### config.mk
export PLATFORM = sky130hd
export DESIGN_NAME = br_resolve_pred_flat
export DESIGN_NICKNAME = d
export VERILOG_FILES = /design/src/rtl/br_resolve_pred_pkg.sv /design/src/rtl/br_resolve_pred_if.sv /design/src/rtl/br_resolve_pred_bht.sv /design/src/rtl/br_resolve_pred.sv /design/src/flat_wrapper.sv
export SDC_FILE = /design/constraint.sdc
export NUM_CORES = 1
export LEC_CHECK = 0
export BUFFER_PORTS_ARGS = -buffer_cell sky130_fd_sc_hd__buf_2
export CAP_MARGIN = 10
export CORE_MARGIN = 5
export CORE_UTILIZATION = 50
export CTS_BUF_LIST = sky130_fd_sc_hd__clkbuf_4
export CTS_CLUSTER_DIAMETER = 30
export DETAILED_ROUTE_END_ITERATION = 12
export PLACE_DENSITY_LB_ADDON = 0.08
export SLEW_MARGIN = 20
export SYNTH_ARGS = -nofsm -noshare
export SYNTH_HDL_FRONTEND = slang
export SYNTH_SLANG_ARGS = --single-unit
### constraint.sdc
create_clock -name clk -period 15.52 [get_ports clk]
set_input_delay 0.776 -clock clk [delete_from_list [all_inputs] [get_ports clk]]
set_output_delay 0.776 -clock clk [all_outputs]
set_load 0.005 [all_outputs]
### src/rtl/br_resolve_pred_pkg.sv
// Shared constants for the EX-stage branch resolution unit: control-word
// field positions, branch type codes and branch subtype codes.
package br_pkg;

    localparam int CTR_W        = 32;
    localparam int CTR_TYPE_LSB = 0;
    localparam int CTR_TYPE_MSB = 3;
    localparam int CTR_SUB_LSB  = 7;
    localparam int CTR_SUB_MSB  = 11;

    typedef logic [CTR_TYPE_MSB-CTR_TYPE_LSB:0] br_type_t;
    typedef logic [CTR_SUB_MSB-CTR_SUB_LSB:0]   br_sub_t;

    localparam br_type_t BR_TYPE_COND = 4'd1;
    localparam br_type_t BR_TYPE_JUMP = 4'd8;

    localparam br_sub_t BR_SUB_B    = 5'd0;
    localparam br_sub_t BR_SUB_BEQ  = 5'd1;
    localparam br_sub_t BR_SUB_BNE  = 5'd2;
    localparam br_sub_t BR_SUB_BLT  = 5'd3;
    localparam br_sub_t BR_SUB_BGE  = 5'd4;
    localparam br_sub_t BR_SUB_BLTU = 5'd5;
    localparam br_sub_t BR_SUB_BGEU = 5'd6;
    localparam br_sub_t BR_SUB_JIRL = 5'd0;

endpackage

### src/rtl/br_resolve_pred_if.sv
// EX-stage branch bundle plus the IF-stage BHT lookup and redirect/perf outputs.
interface br_resolve_pred_if #(
    parameter int DATA_W = 32,
    parameter int PERF_W = 32
);
    import br_pkg::*;

    logic              ex_valid;
    logic              ex_stall;
    logic [CTR_W-1:0]  ctr;
    logic [DATA_W-1:0] pc;
    logic [DATA_W-1:0] imm;
    logic [DATA_W-1:0] rrj;
    logic [DATA_W-1:0] alu1;
    logic [DATA_W-1:0] alu2;
    logic              pred_taken;
    logic [DATA_W-1:0] pred_pc;
    logic [DATA_W-1:0] if_pc;
    logic              if_pred_taken;
    logic              redirect_valid;
    logic [DATA_W-1:0] redirect_pc;
    logic [PERF_W-1:0] perf_br_cnt;
    logic [PERF_W-1:0] perf_miss_cnt;

    modport master (
        output ex_valid, ex_stall, ctr, pc, imm, rrj, alu1, alu2,
               pred_taken, pred_pc, if_pc,
        input  if_pred_taken, redirect_valid, redirect_pc,
               perf_br_cnt, perf_miss_cnt
    );

    modport slave (
        input  ex_valid, ex_stall, ctr, pc, imm, rrj, alu1, alu2,
               pred_taken, pred_pc, if_pc,
        output if_pred_taken, redirect_valid, redirect_pc,
               perf_br_cnt, perf_miss_cnt
    );

endinterface

### src/rtl/br_resolve_pred_bht.sv
// Branch history table of saturating counters: combinational read port,
// single increment/decrement write port, weakly-not-taken reset value.
module bht_sat #(
    parameter int DEPTH = 64,
    parameter int IDX_W = $clog2(DEPTH),
    parameter int CNT_W = 2
) (
    input  logic             clk,
    input  logic             rst,
    input  logic [IDX_W-1:0] rd_idx,
    output logic             rd_taken,
    input  logic             wr_en,
    input  logic [IDX_W-1:0] wr_idx,
    input  logic             wr_inc
);

    localparam logic [CNT_W-1:0] CNT_MAX  = '1;
    localparam logic [CNT_W-1:0] CNT_INIT = CNT_MAX >> 1;

    logic [CNT_W-1:0] cnt_q [DEPTH];
    logic [CNT_W-1:0] cnt_d [DEPTH];

    always_comb begin
        cnt_d = cnt_q;
        if (wr_en) begin
            if (wr_inc) begin
                if (cnt_q[wr_idx] != CNT_MAX)
                    cnt_d[wr_idx] = cnt_q[wr_idx] + CNT_W'(1);
            end else if (cnt_q[wr_idx] != '0) begin
                cnt_d[wr_idx] = cnt_q[wr_idx] - CNT_W'(1);
            end
        end
    end

    always_ff @(posedge clk) begin
        for (int i = 0; i < DEPTH; i++) begin
            if (rst)
                cnt_q[i] <= CNT_INIT;
            else
                cnt_q[i] <= cnt_d[i];
        end
    end

    // Reads the registered array, so a same-cycle update is not visible yet.
    assign rd_taken = cnt_q[rd_idx][CNT_W-1];

endmodule

### src/rtl/br_resolve_pred.sv
// EX-stage branch resolution: evaluates conditions and targets, compares with
// the fetch prediction, issues a one-cycle registered redirect and trains the BHT.
module br_resolve_pred
    import br_pkg::*;
#(
    parameter int DATA_W    = 32,
    parameter int BHT_DEPTH = 64,
    parameter int CNT_W     = 2,
    parameter int PERF_W    = 32
) (
    input logic              clk,
    input logic              rst,
    br_resolve_pred_if.slave bus
);

    localparam int IDX_W = $clog2(BHT_DEPTH);

    br_type_t          br_type;
    br_sub_t           br_sub;
    logic              is_cond;
    logic              is_jump;
    logic              active;
    logic              resolve;
    logic              taken;
    logic              mispredict;
    logic              bht_wr_en;
    logic [DATA_W-1:0] target;
    logic [DATA_W-1:0] fall_pc;

    logic              redirect_valid_q, redirect_valid_d;
    logic [DATA_W-1:0] redirect_pc_q, redirect_pc_d;
    logic [PERF_W-1:0] perf_br_q, perf_br_d;
    logic [PERF_W-1:0] perf_miss_q, perf_miss_d;

    logic unused_bits;
    assign unused_bits = ^{bus.ctr[CTR_W-1:CTR_SUB_MSB+1], bus.ctr[CTR_SUB_LSB-1:CTR_TYPE_MSB+1],
                           bus.if_pc[DATA_W-1:IDX_W+2], bus.if_pc[1:0]};

    assign br_type = bus.ctr[CTR_TYPE_MSB:CTR_TYPE_LSB];
    assign br_sub  = bus.ctr[CTR_SUB_MSB:CTR_SUB_LSB];
    assign is_cond = (br_type == BR_TYPE_COND);
    assign is_jump = (br_type == BR_TYPE_JUMP);

    // The redirect cycle carries a wrong-path instruction, so it is never active.
    assign active  = bus.ex_valid & ~bus.ex_stall & ~redirect_valid_q;
    assign resolve = active & (is_cond | is_jump);

    always_comb begin
        taken = 1'b0;
        if (is_jump) begin
            taken = 1'b1;
        end else if (is_cond) begin
            case (br_sub)
                BR_SUB_B:    taken = 1'b1;
                BR_SUB_BEQ:  taken = (bus.alu1 == bus.alu2);
                BR_SUB_BNE:  taken = (bus.alu1 != bus.alu2);
                BR_SUB_BLT:  taken = ($signed(bus.alu1) <  $signed(bus.alu2));
                BR_SUB_BGE:  taken = ($signed(bus.alu1) >= $signed(bus.alu2));
                BR_SUB_BLTU: taken = (bus.alu1 <  bus.alu2);
                BR_SUB_BGEU: taken = (bus.alu1 >= bus.alu2);
                default:     taken = 1'b0;
            endcase
        end
    end

    assign target     = (is_jump && br_sub == BR_SUB_JIRL) ? bus.rrj + bus.imm : bus.pc + bus.imm;
    assign fall_pc    = bus.pc + DATA_W'(4);
    assign mispredict = resolve & ((taken != bus.pred_taken) | (taken & (target != bus.pred_pc)));
    assign bht_wr_en  = resolve & is_cond & (br_sub >= BR_SUB_BEQ) & (br_sub <= BR_SUB_BGEU);

    always_comb begin
        redirect_valid_d = mispredict;
        redirect_pc_d    = redirect_pc_q;
        if (mispredict)
            redirect_pc_d = taken ? target : fall_pc;
        perf_br_d   = perf_br_q + PERF_W'(resolve);
        perf_miss_d = perf_miss_q + PERF_W'(mispredict);
    end

    always_ff @(posedge clk) begin
        if (rst) begin
            redirect_valid_q <= 1'b0;
            redirect_pc_q    <= '0;
            perf_br_q        <= '0;
            perf_miss_q      <= '0;
        end else begin
            redirect_valid_q <= redirect_valid_d;
            redirect_pc_q    <= redirect_pc_d;
            perf_br_q        <= perf_br_d;
            perf_miss_q      <= perf_miss_d;
        end
    end

    bht_sat #(
        .DEPTH (BHT_DEPTH),
        .IDX_W (IDX_W),
        .CNT_W (CNT_W)
    ) u_bht (
        .clk      (clk),
        .rst      (rst),
        .rd_idx   (bus.if_pc[IDX_W+1:2]),
        .rd_taken (bus.if_pred_taken),
        .wr_en    (bht_wr_en),
        .wr_idx   (bus.pc[IDX_W+1:2]),
        .wr_inc   (taken)
    );

    assign bus.redirect_valid = redirect_valid_q;
    assign bus.redirect_pc    = redirect_pc_q;
    assign bus.perf_br_cnt    = perf_br_q;
    assign bus.perf_miss_cnt  = perf_miss_q;

endmodule

### src/flat_wrapper.sv
// flat-port wrapper written by rule: the top's interface ports become plain ports
module br_resolve_pred_flat import br_pkg::*;
#(
    parameter int DATA_W    = 32,
    parameter int BHT_DEPTH = 64,
    parameter int CNT_W     = 2,
    parameter int PERF_W    = 32
)
  (clk, rst, bus_ex_valid, bus_ex_stall, bus_ctr, bus_pc, bus_imm, bus_rrj, bus_alu1, bus_alu2, bus_pred_taken, bus_pred_pc, bus_if_pc, bus_if_pred_taken, bus_redirect_valid, bus_redirect_pc, bus_perf_br_cnt, bus_perf_miss_cnt);
  br_resolve_pred_if #(.DATA_W(DATA_W), .PERF_W(PERF_W)) bus_i ();
  input logic clk;
  input logic rst;
  input wire logic [$bits(bus_i.ex_valid)-1:0] bus_ex_valid;
  input wire logic [$bits(bus_i.ex_stall)-1:0] bus_ex_stall;
  input wire logic [$bits(bus_i.ctr)-1:0] bus_ctr;
  input wire logic [$bits(bus_i.pc)-1:0] bus_pc;
  input wire logic [$bits(bus_i.imm)-1:0] bus_imm;
  input wire logic [$bits(bus_i.rrj)-1:0] bus_rrj;
  input wire logic [$bits(bus_i.alu1)-1:0] bus_alu1;
  input wire logic [$bits(bus_i.alu2)-1:0] bus_alu2;
  input wire logic [$bits(bus_i.pred_taken)-1:0] bus_pred_taken;
  input wire logic [$bits(bus_i.pred_pc)-1:0] bus_pred_pc;
  input wire logic [$bits(bus_i.if_pc)-1:0] bus_if_pc;
  output wire logic [$bits(bus_i.if_pred_taken)-1:0] bus_if_pred_taken;
  output wire logic [$bits(bus_i.redirect_valid)-1:0] bus_redirect_valid;
  output wire logic [$bits(bus_i.redirect_pc)-1:0] bus_redirect_pc;
  output wire logic [$bits(bus_i.perf_br_cnt)-1:0] bus_perf_br_cnt;
  output wire logic [$bits(bus_i.perf_miss_cnt)-1:0] bus_perf_miss_cnt;
  assign bus_i.ex_valid = bus_ex_valid;
  assign bus_i.ex_stall = bus_ex_stall;
  assign bus_i.ctr = bus_ctr;
  assign bus_i.pc = bus_pc;
  assign bus_i.imm = bus_imm;
  assign bus_i.rrj = bus_rrj;
  assign bus_i.alu1 = bus_alu1;
  assign bus_i.alu2 = bus_alu2;
  assign bus_i.pred_taken = bus_pred_taken;
  assign bus_i.pred_pc = bus_pred_pc;
  assign bus_i.if_pc = bus_if_pc;
  assign bus_if_pred_taken = bus_i.if_pred_taken;
  assign bus_redirect_valid = bus_i.redirect_valid;
  assign bus_redirect_pc = bus_i.redirect_pc;
  assign bus_perf_br_cnt = bus_i.perf_br_cnt;
  assign bus_perf_miss_cnt = bus_i.perf_miss_cnt;
  br_resolve_pred #(.DATA_W(DATA_W), .BHT_DEPTH(BHT_DEPTH), .CNT_W(CNT_W), .PERF_W(PERF_W)) u_core (.clk(clk), .rst(rst), .bus(bus_i));
endmodule
==> impl_metrics.yaml <==
global_routing:
  grt_first_pass_wirelength_mm: 79.6
  grt_antenna_before_repair: 1
  overflow: 0
  grt.total_usage_pct: 27.6
  first_global_vias: 14700
  grt_max_degree: 104
worst_setup_path:
  critPathMaxFanout: 34
  ff2ff_setup_slack_ns: 11.55
  worstPathArrival_ns: 7.56
  cp.required_ns: 16.05
  crit_path_start_kind: "input pin"
  crit_type: "input pin to flip-flop"
  worstSetupEndpointType: "flip-flop"
  cp-startpoint: "bus_ctr[1]"
  r2r_start: "u_core.bus.redirect_valid"
sta:
  max_freq_mhz: 142
  worst_slack_ns: 8.48
  rsz0062_at_grt: "false"
  finalClockSkew_ns: 0.0461
  period_needed_ns: 7.04
  timing.final.crit_share_pct: 45.3
  report.final.hold_viol_count: 0
  fin_setup_tns_ns: 0
  maxSlewViolCount: 0
  setup_viol: 0
  tightest_slew_ns: 1.12
  max_slew_margin_pct: 25.3
clocking:
  numCtsBuffers: 68
  hold_buffers: 0
  cts.repair.resized: 0
  cts_root_buffer: "clkbuf_4"
  cts_buffer_depth: 3
  h-tree-depth: 3
  clk_pin_slew_ns: 0.06
  clk_latency_ns: 0.67
  cts_tree: "done"
  cts_sinks: 225
  post_cts_buffers: 0
placed_design:
  dp_hpwl_mm: 37.6
  gp_congestion: 0.945
  dp_slack_ns: 7.86
  portBuffers: 309
  dp_cells: 2459
power:
  leakage_uw: 0.00795
  peakVddDrop_uv: 55.7
  p_per_area_mw_per_mm2: 81.2
floorplan:
  core_mm2: 0.0313
  die_h_um: 187
  dieArea_mm2: 0.0351
  die_w_um: 187
  row_count: 65
  num_io_pins: 359
  start_util_pct: 50.2
logic_synthesis:
  postSynthCellCount: 1857
  ys_ff_latch: 225
  synthesis.nets: 2189
  netlist_area_mm2: 0.0157
  yosysSeqAreaShare_pct: 28.6
  yosys_warnings: 0
  synth_flop_cell: "dfxtp_1"
  synth.distinct_cells: 78
  avgSynthCellArea_um2: 8.47
  synth_edf_count: 0
  async_reset_ff_share_pct: 0
routing:
  maxUsedRoutingLayer: "met4"
  wl_per_cell_um: 19.9
  drt_iter0_drc: 1084
  drt-met1-wl_mm: 23.1
  ant_nets: 0
  routed-wl-met3_mm: 3.64
  dr.pass1.iters: 7
  vias: 15300
  drc_errors: 0
  routed-wl-met2_mm: 23.2
  avgViaCountPerCell: 5.92
  drt-total-wl_mm: 51.3
cells_and_area:
  fillers: 2943
  fin_cells: 2580
  syn2layout_area_growth_pct: 16.7
  nets: 2459
  drive_above_1_share_pct: 25.1
  layout_common_cells: "buf_2, nand2_1, dfxtp_1"
  final_common_cell: "buf_2"
  utilization_pct: 58.6
min_path:
  hp-start: "u_core.bus.redirect_pc[13]"
  min_path_type: "flip-flop to flip-flop"
outcome:
  status: "finished clean"
run:
  drv_cap: 0
==> final timing paths <==
kind / to / depth (start not counted)
setup / recovery: u_core.bus.perf_miss_cnt[24] / 26
setup reg to reg: u_core.bus.perf_miss_cnt[28] / 12
hold reg to reg: u_core.bus.redirect_pc[13] / 2
hold / removal: u_core.bus.redirect_pc[13] / 2
==> routing by layer <==
| metal | vias up | track usage [%] |
|---|---|---|
| li1 | 7302 | - |
| met1 | 7281 | 38.4 |
| met2 | 592 | 44.0 |
| met3 | 92 | 4.63 |
| met4 | 0 | 8.87 |
| met5 | - | 0 |
==> stage by stage <==
stage          power (uW)  cell area [um^2]  hold WS (ns)
3_3_place_gp          884             17400         0.443
4_1_cts              1500             18300         0.458
5_1_grt              1560             18300         0.474
2_1_floorplan         786             15700         0.442
3_5_place_dp          886             17400         0.449
6_report             1490             18300         0.459
==> synth_stat cells, types with 20 or more instances <==
cell / instances / area share, %
a211oi_1: 30 / 1.4
a21o_1: 97 / 4.6
a21oi_1: 75 / 2.4
a22oi_1: 26 / 1.2
and3_1: 24 / 0.95
clkbuf_1: 99 / 2.4
dfxtp_1: 225 / 29
ha_1: 70 / 5.6
inv_1: 47 / 1.1
mux2_2: 50 / 3.6
mux2i_1: 103 / 6.6
mux4_2: 21 / 3.0
nand2_1: 237 / 5.7
nand3_1: 48 / 1.5
nand4_1: 42 / 1.7
nor2_1: 127 / 3.0
nor2b_1: 26 / 1.0
nor3_1: 28 / 0.89
o211ai_1: 20 / 0.95
o21ai_0: 37 / 1.2
o22ai_1: 34 / 1.4
or3b_1: 41 / 2.3
xnor2_1: 78 / 4.3
xor2_1: 58 / 3.2
==> kinds of logic (layout without fill, tap and decap cells) <==
| logic type | Yosys count | after routing | synth area share [%] |
|---|---|---|---|
| mux | 174 | 174 | 13.1 |
| flops | 225 | 225 | 28.6 |
| xor+xnor | 139 | 139 | 8.02 |
| compound gates | 404 | 404 | 18.5 |
| simple gates | 664 | 664 | 21.4 |
| fa+ha+maj | 71 | 71 | 5.70 |
| other cells | 0 | 1 | 0 |
| buf+inv | 180 | 500 | 4.63 |
==> worst max-delay path: stages <==
cell and delay, ns:
buf_2 0.12, nor4b_1 0.35, nand3_1 0.12, buf_4 0.29
mux2_2 0.34, ha_1 0.21, fa_1 0.42, a21o_1 0.23
a221oi_1 0.59, o21ba_2 0.30, o31ai_1 0.07, buf_4 0.19
a221oi_1 0.30, xor2_1 0.26, xnor2_1 0.11, nor4_1 0.41
a21o_2 0.85, inv_1 0.11, ha_1 0.25, ha_1 0.21
and2_1 0.25, nand3_1 0.26, nor2_1 0.13, and2_1 0.19
xnor2_1 0.14, nor2_1 0.05
==> power breakdown <==
group	total (uW)	switching [uW]	internal [uW]
registers	579	0.695	579
clock network	609	271	339
logic	300	189	111
==> cell type report <==
cell class                 instances  area [um^2]  area share, %
timing repair buffer             331         1710           9.34
antenna                            1         2.50         0.0136
clock inverter                    24          195           1.06
multi-input combinational       1452        10500           57.4
clock buffer                      96          721           3.93
inverter                          49          184           1.00
sequential                       225         4500           24.6
tap                              402          503           2.74
Note: power is estimated with default switching activity, not from simulation.
